==> src/rtl/hs32_div_issue_arb.sv <==
// hs32_div_issue_arb: round-robin two-requester arbiter and sequencer for the hs32 divider.
// Build option HS32_DIV_ZERO_BYPASS_EN answers zero-divisor requests without issuing them.
module hs32_div_issue_arb #(
  parameter int DIV_LAT = 40,
  parameter int TAG_W   = 5
) (
  input  logic               CCLK,
  input  logic               SSE_L,
  input  logic [1:0]         req_valid,
  output logic [1:0]         req_ready,
  input  logic [127:0]       req_dvd_hi,
  input  logic [127:0]       req_dvd_lo,
  input  logic [127:0]       req_dvsr,
  input  logic [1:0]         req_signed,
  input  logic [1:0]         req_dual,
  input  logic [1:0]         req_div8,
  input  logic [7:0]         req_resen,
  input  logic [2*TAG_W-1:0] req_tag,
  output logic               al_is_DivIssue1_8,
  output logic               al_is_Div8Divh1_8,
  output logic               al_is_SignedMulDiv1_8,
  output logic               al_is_DualResMulDiv1_8,
  output logic [3:0]         al_is_ResEnable1_8,
  output logic [63:0]        Dividend_hi,
  output logic [63:0]        Dividend_lo,
  output logic [63:0]        Divisor,
  input  logic [63:0]        DivResBus_8,
  input  logic               DivError_8,
  output logic [1:0]         rsp_valid,
  input  logic [1:0]         rsp_ready,
  output logic [TAG_W-1:0]   rsp_tag,
  output logic [63:0]        rsp_quo,
  output logic [63:0]        rsp_rem,
  output logic               rsp_err,
  output logic               busy
);

  localparam int CNT_W = $clog2(DIV_LAT) + 1;

  typedef enum logic [2:0] {
    S_IDLE  = 3'd0,
    S_ISSUE = 3'd1,
    S_HOLD  = 3'd2,
    S_WAIT  = 3'd3,
    S_CAP0  = 3'd4,
    S_CAP1  = 3'd5,
    S_RESP  = 3'd6
  } state_t;

  state_t             r_state;
  logic               r_rr;
  logic               r_win;
  logic [CNT_W-1:0]   r_cnt;
  logic               r_issue;
  logic               r_div8;
  logic               r_signed;
  logic               r_dual;
  logic [3:0]         r_resen;
  logic [63:0]        r_dvd_hi;
  logic [63:0]        r_dvd_lo;
  logic [63:0]        r_dvsr;
  logic [1:0]         r_rsp_valid;
  logic [TAG_W-1:0]   r_rsp_tag;
  logic [63:0]        r_rsp_quo;
  logic [63:0]        r_rsp_rem;
  logic               r_rsp_err;

  logic [63:0]        w_dvd_hi [2];
  logic [63:0]        w_dvd_lo [2];
  logic [63:0]        w_dvsr   [2];
  logic [3:0]         w_resen  [2];
  logic [TAG_W-1:0]   w_tag    [2];
  logic [1:0]         w_grant;
  logic               w_accept;
  logic               w_sel;
  logic [1:0]         w_win_oh;

  genvar gi;
  for (gi = 0; gi < 2; gi++) begin : g_req
    assign w_dvd_hi[gi] = req_dvd_hi[gi*64 +: 64];
    assign w_dvd_lo[gi] = req_dvd_lo[gi*64 +: 64];
    assign w_dvsr[gi]   = req_dvsr[gi*64 +: 64];
    assign w_resen[gi]  = req_resen[gi*4 +: 4];
    assign w_tag[gi]    = req_tag[gi*TAG_W +: TAG_W];
  end

  // r_rr holds the last winner; on contention the other requester goes first.
  always_comb begin
    w_grant = 2'b00;
    if (SSE_L && (r_state == S_IDLE)) begin
      if (req_valid == 2'b11) begin
        w_grant = r_rr ? 2'b01 : 2'b10;
      end else begin
        w_grant = req_valid;
      end
    end
  end

  assign w_accept = |w_grant;
  assign w_sel    = w_grant[1];
  assign w_win_oh = r_win ? 2'b10 : 2'b01;

`ifdef HS32_DIV_ZERO_BYPASS_EN
  logic w_zero_dvsr;
  assign w_zero_dvsr = (w_dvsr[w_sel] == 64'd0);
`endif

  always_ff @(posedge CCLK) begin
    if (!SSE_L) begin
      r_state     <= S_IDLE;
      r_rr        <= 1'b0;
      r_win       <= 1'b0;
      r_cnt       <= '0;
      r_issue     <= 1'b0;
      r_div8      <= 1'b0;
      r_signed    <= 1'b0;
      r_dual      <= 1'b0;
      r_resen     <= 4'd0;
      r_dvd_hi    <= 64'd0;
      r_dvd_lo    <= 64'd0;
      r_dvsr      <= 64'd0;
      r_rsp_valid <= 2'b00;
      r_rsp_tag   <= '0;
      r_rsp_quo   <= 64'd0;
      r_rsp_rem   <= 64'd0;
      r_rsp_err   <= 1'b0;
    end else begin
      case (r_state)
        S_IDLE: begin
          if (w_accept) begin
            r_rr      <= w_sel;
            r_win     <= w_sel;
            r_rsp_tag <= w_tag[w_sel];
`ifdef HS32_DIV_ZERO_BYPASS_EN
            if (w_zero_dvsr) begin
              r_rsp_quo   <= 64'd0;
              r_rsp_rem   <= 64'd0;
              r_rsp_err   <= 1'b1;
              r_rsp_valid <= w_grant;
              r_state     <= S_RESP;
            end else
`endif
            begin
              r_dvd_hi <= w_dvd_hi[w_sel];
              r_dvd_lo <= w_dvd_lo[w_sel];
              r_dvsr   <= w_dvsr[w_sel];
              r_resen  <= w_resen[w_sel];
              r_signed <= req_signed[w_sel];
              r_dual   <= req_dual[w_sel];
              r_div8   <= req_div8[w_sel];
              r_issue  <= 1'b1;
              r_state  <= S_ISSUE;
            end
          end
        end
        S_ISSUE: begin
          r_issue <= 1'b0;
          r_cnt   <= CNT_W'(1);
          r_state <= S_HOLD;
        end
        S_HOLD: begin
          r_cnt <= r_cnt + CNT_W'(1);
          if (r_cnt == CNT_W'(2)) begin
            r_state <= S_WAIT;
          end
        end
        S_WAIT: begin
          // Counter equals cycles since issue, so CAP0 lands DIV_LAT cycles after it.
          r_cnt <= r_cnt + CNT_W'(1);
          if (r_cnt == CNT_W'(DIV_LAT - 1)) begin
            r_state <= S_CAP0;
          end
        end
        S_CAP0: begin
          r_cnt     <= '0;
          r_rsp_quo <= DivResBus_8;
          r_rsp_err <= DivError_8;
          if (r_dual && !DivError_8) begin
            r_state <= S_CAP1;
          end else begin
            r_rsp_rem   <= 64'd0;
            r_rsp_valid <= w_win_oh;
            r_state     <= S_RESP;
          end
        end
        S_CAP1: begin
          r_rsp_rem   <= DivResBus_8;
          r_rsp_valid <= w_win_oh;
          r_state     <= S_RESP;
        end
        S_RESP: begin
          if (rsp_ready[r_win]) begin
            r_rsp_valid <= 2'b00;
            r_state     <= S_IDLE;
          end
        end
        default: begin
          r_state <= S_IDLE;
        end
      endcase
    end
  end

  assign req_ready              = w_grant;
  assign al_is_DivIssue1_8      = r_issue;
  assign al_is_Div8Divh1_8      = r_div8;
  assign al_is_SignedMulDiv1_8  = r_signed;
  assign al_is_DualResMulDiv1_8 = r_dual;
  assign al_is_ResEnable1_8     = r_resen;
  assign Dividend_hi            = r_dvd_hi;
  assign Dividend_lo            = r_dvd_lo;
  assign Divisor                = r_dvsr;
  assign rsp_valid              = r_rsp_valid;
  assign rsp_tag                = r_rsp_tag;
  assign rsp_quo                = r_rsp_quo;
  assign rsp_rem                = r_rsp_rem;
  assign rsp_err                = r_rsp_err;
  assign busy                   = (r_state != S_IDLE);

endmodule

==> config.mk <==
export PLATFORM = sky130hd
export DESIGN_NAME = hs32_div_issue_arb
export DESIGN_NICKNAME = d
export VERILOG_FILES = /design/src/rtl/hs32_div_issue_arb.sv
export SDC_FILE = /design/constraint.sdc
export NUM_CORES = 1
export LEC_CHECK = 0
export CELL_PAD_IN_SITES_DETAIL_PLACEMENT = 0
export CELL_PAD_IN_SITES_GLOBAL_PLACEMENT = 1
export CORE_AREA = 5 5 311 313
export DETAILED_ROUTE_END_ITERATION = 12
export DIE_AREA = 0 0 316 318
export PLACE_DENSITY_LB_ADDON = 0.1
export SLEW_MARGIN = 40
export SYNTH_ARGS = -nofsm -noshare
export SYNTH_HDL_FRONTEND = slang
export SYNTH_SLANG_ARGS = --single-unit
==> constraint.sdc <==
create_clock -name CCLK -period 1.84 [get_ports CCLK]
set_input_delay 0.276 -clock CCLK [delete_from_list [all_inputs] [get_ports CCLK]]
set_output_delay 0.276 -clock CCLK [all_outputs]
set_load 0.02 [all_outputs]
==> run summary <==
Tcrit/Tclk final: 109.5%
clock group share of total power: 30.8%
worst-path maximum fanout: 7
Cell Area, Synth: 0.01388 sq mm
Worst-Margin Slew: 1.118 ns
CTS tree: done
RSZ-0062 raised after global routing: yes
CTS sink cnt: 347
fill count: 9962
final worst setup slack: -0.1751 ns
Hold WC Path Type: input port to register
GRT Total Usage: 15.98%
CP arrival: 2.52 ns
Flop pwr share: 30.1%
status: finished with violations
max_cap viols: 0
Hold Vio Cnt, Final: 0
Overflow after GRT: 0
drt drc: 0
Post-DP HPWL: 63860 microns
routed wire length: 91200 microns
Slew HR: 25.47%
core area: 0.09402 sq mm
DIE WIDTH: 316 microns
area grow syn2layout: 99.39%
Final setup viols: 120
CP endpoint kind: register
register area share after synthesis: 50.05%
Distinct cells, synth: 42
crit start category: register
Yosys warnings: 0
io pins: 818
vias in the first global route: 15320
Place WS: -0.6242 ns
Sw Share: 35.01%
Clock transition at path regs: 0.06 ns
Post-synth EDFFs: 0
hold slack: 0.2154 ns
cts bufs inserted: 48
Internal Power: 0.02032 W
Final Non-Filler Cells: 3710
Max Transition Viols Final: 0
maximum clock insertion buffer count: 3
Crit Path Class: register to register
Cell Rows: 113
Initial DRC Count: 573
failing checks: negative setup slack
combinational power share: 39.1%
Static Leak: 12.41 nW
PortBufs: 817
average size of a mapped cell: 9.173 sq um
pin count of the biggest net entering global routing: 150
full die area: 0.1005 sq mm
synthesized instance count: 1513
ANT nets after route: 0
post-layout min period: 2.015 ns
vias per cell: 4.101
Nets: 2889
RePlAce Congestion: 0.8191
max frequency: 496.2 MHz
Pwr Density: 1130 mW/mm^2
routed vias: 15210
global-route wire length before repair: 117600 microns
P_sw: 0.01095 W
CTS H-tree lvls: 2
Routed WL per cell: 24.58 microns
worst vdd ir: 0.0005213 V
syn_nets: 1994
Top FF cell, synth: dfxtp_1
clock skew: 0.01916 ns
DR pass1 iterations: 6
placed instance count: 3541
layout cells sized above 1: 17.70%
Skew-Pair Late Insertion Delay: 0.58 ns
Post-synth ARST share: 0%
initial antenna violation count: 25
Critical Path RT: 2.35 ns
Die Ht: 318 microns
clock root cell: clkbuf_16
Starting Density: 14.76%
#FFs+latches synth: 347
## area by class of cell
type | instances | area, sq um | area share [%]
multi-input cells | 1018 | 7049 | 25.47
clock buffers | 71 | 1389 | 5.019
well taps | 1265 | 1583 | 5.720
clock inverters | 11 | 187.7 | 0.6782
inverters | 8 | 37.54 | 0.1356
flip-flops and latches | 347 | 6950 | 25.12
diodes | 5 | 12.51 | 0.04522
repair buffers | 985 | 10460 | 37.81
## worst max-delay path, cell delays in order, from the launching register on
cell and delay, ns:
dfxtp_2 0.33, nor3_4 0.24, buf_6 0.15, buf_6 0.09, and3_4 0.24, buf_12 0.17, buf_12 0.14, buf_12 0.15
clkbuf_16 0.16, o21ai_1 0.06, a21oi_1 0.19
## registers in the layout (all words and copies together) (netlist names)
name / cells
Dividend_hi: 64
Dividend_lo: 64
Divisor: 64
al_is_Div8Divh1_8: 1
al_is_DivIssue1_8: 1
al_is_DualResMulDiv1_8: 1
al_is_ResEnable1_8: 4
al_is_SignedMulDiv1_8: 1
r_cnt: 7
r_state: 3
r_win: 1
rsp_err: 1
rsp_quo: 64
rsp_rem: 64
rsp_tag: 5
rsp_valid: 2
## power by group through the flow
stage	registers [W]	logic (W)	clock network, W
after floorplan	0.0107	0.00302	0
after global placement	0.00938	0.00970	0
after detailed placement	0.00938	0.00964	0
after CTS	0.00924	0.00994	0.0101
after global routing	0.00954	0.0129	0.0103
final	0.00941	0.0122	0.00964
## layout by cell type (no fill, tap or decap), types with 20 or more instances in the layout
| master | instances |
|---|---|
| a21oi_2 | 58 |
| buf_6 | 27 |
| o21ai_2 | 80 |
| clkbuf_16 | 81 |
| a22oi_1 | 63 |
| dfxtp_1 | 344 |
| nand2_1 | 138 |
| o21ai_0 | 80 |
| clkdlybuf4s50_1 | 478 |
| mux2i_1 | 196 |
| o21ai_4 | 20 |
| a21oi_1 | 215 |
| nor2_1 | 68 |
| buf_4 | 59 |
| o21ai_1 | 35 |
| buf_12 | 34 |
| dlygate4sd2_1 | 329 |
## synth_stat cells, types with 3 or more instances
library cell    n  area (sq um)
a22oi_1        65         488.0
mux2i_1       207          2072
o21a_1          5         37.54
a21oi_1       274          1371
buf_4          15         112.6
buf_6          10         112.6
buf_2          65         325.3
o21ai_0       214          1071
nor3_1          5         25.02
or3_1           3         18.77
dfxtp_1       347          6947
nand2b_1        4         25.02
nor2_1         68         255.2
buf_1           5         18.77
a21boi_0        5         37.54
inv_1           7         26.28
clkbuf_1       44         165.2
and3_1          3         18.77
nand2_1       138         518.0
## per-layer routing
metal / GRT usage, % / routed length [microns] / vias to the layer above
met5: 0 / 116 / -
met4: 3.113 / 1659 / 14
met3: 5.711 / 7086 / 115
met2: 30.01 / 48100 / 534
met1: 17.22 / 34240 / 7340
li1: - / - / 7210
## through the flow
stage | utilization, % | instance area [sq um] | setup TNS, ns | power [W]
2_1_floorplan | - | 13880 | 0 | 0.01369
3_3_place_gp | 25.34 | 23830 | -69.49 | 0.01907
3_5_place_dp | 25.34 | 23830 | -74.62 | 0.01903
4_1_cts | 27.21 | 25590 | -2.732 | 0.02926
5_1_grt | 29.43 | 27670 | -21.30 | 0.03279
6_report | 29.43 | 27670 | -7.884 | 0.03127
## cell families (layout without fill, tap and decap cells)
| logic type | count (synthesis) | count (layout) | synth area share [%] |
|---|---|---|---|
| DFF | 347 | 347 | 50.05 |
| AOI/OAI and AO/OA | 571 | 571 | 22.15 |
| xor gates and xnor gates | 1 | 1 | 0.06312 |
| other | 0 | 5 | 0 |
| adders and majority gates | 2 | 2 | 0.1803 |
| muxes | 207 | 207 | 14.93 |
| buffers and inverters | 148 | 1075 | 5.545 |
| and+or+nand+nor | 237 | 237 | 7.077 |
## path summary, 6_finish.rpt
path               startpoint         endpoint  slack [ns]  cells past startpoint
hold / removal          SSE_L         r_cnt[2]        0.22                      3
hold reg to reg   rsp_quo[62]      rsp_quo[62]        0.45                      2
setup reg to reg   r_state[1]  Dividend_lo[15]       -0.18                     10
setup / recovery   r_state[1]  Dividend_lo[15]       -0.18                     10
## timing repair
item | CTS | global route
setup endpoints to repair | 452 | 273
gates resized for setup | 435 | 331
hold buffers | 0 | 0
pin swaps | 2 | 4
buffers inserted | 11 | 23
cloned | 9 | 39
Power figures use the tool's default switching activity.
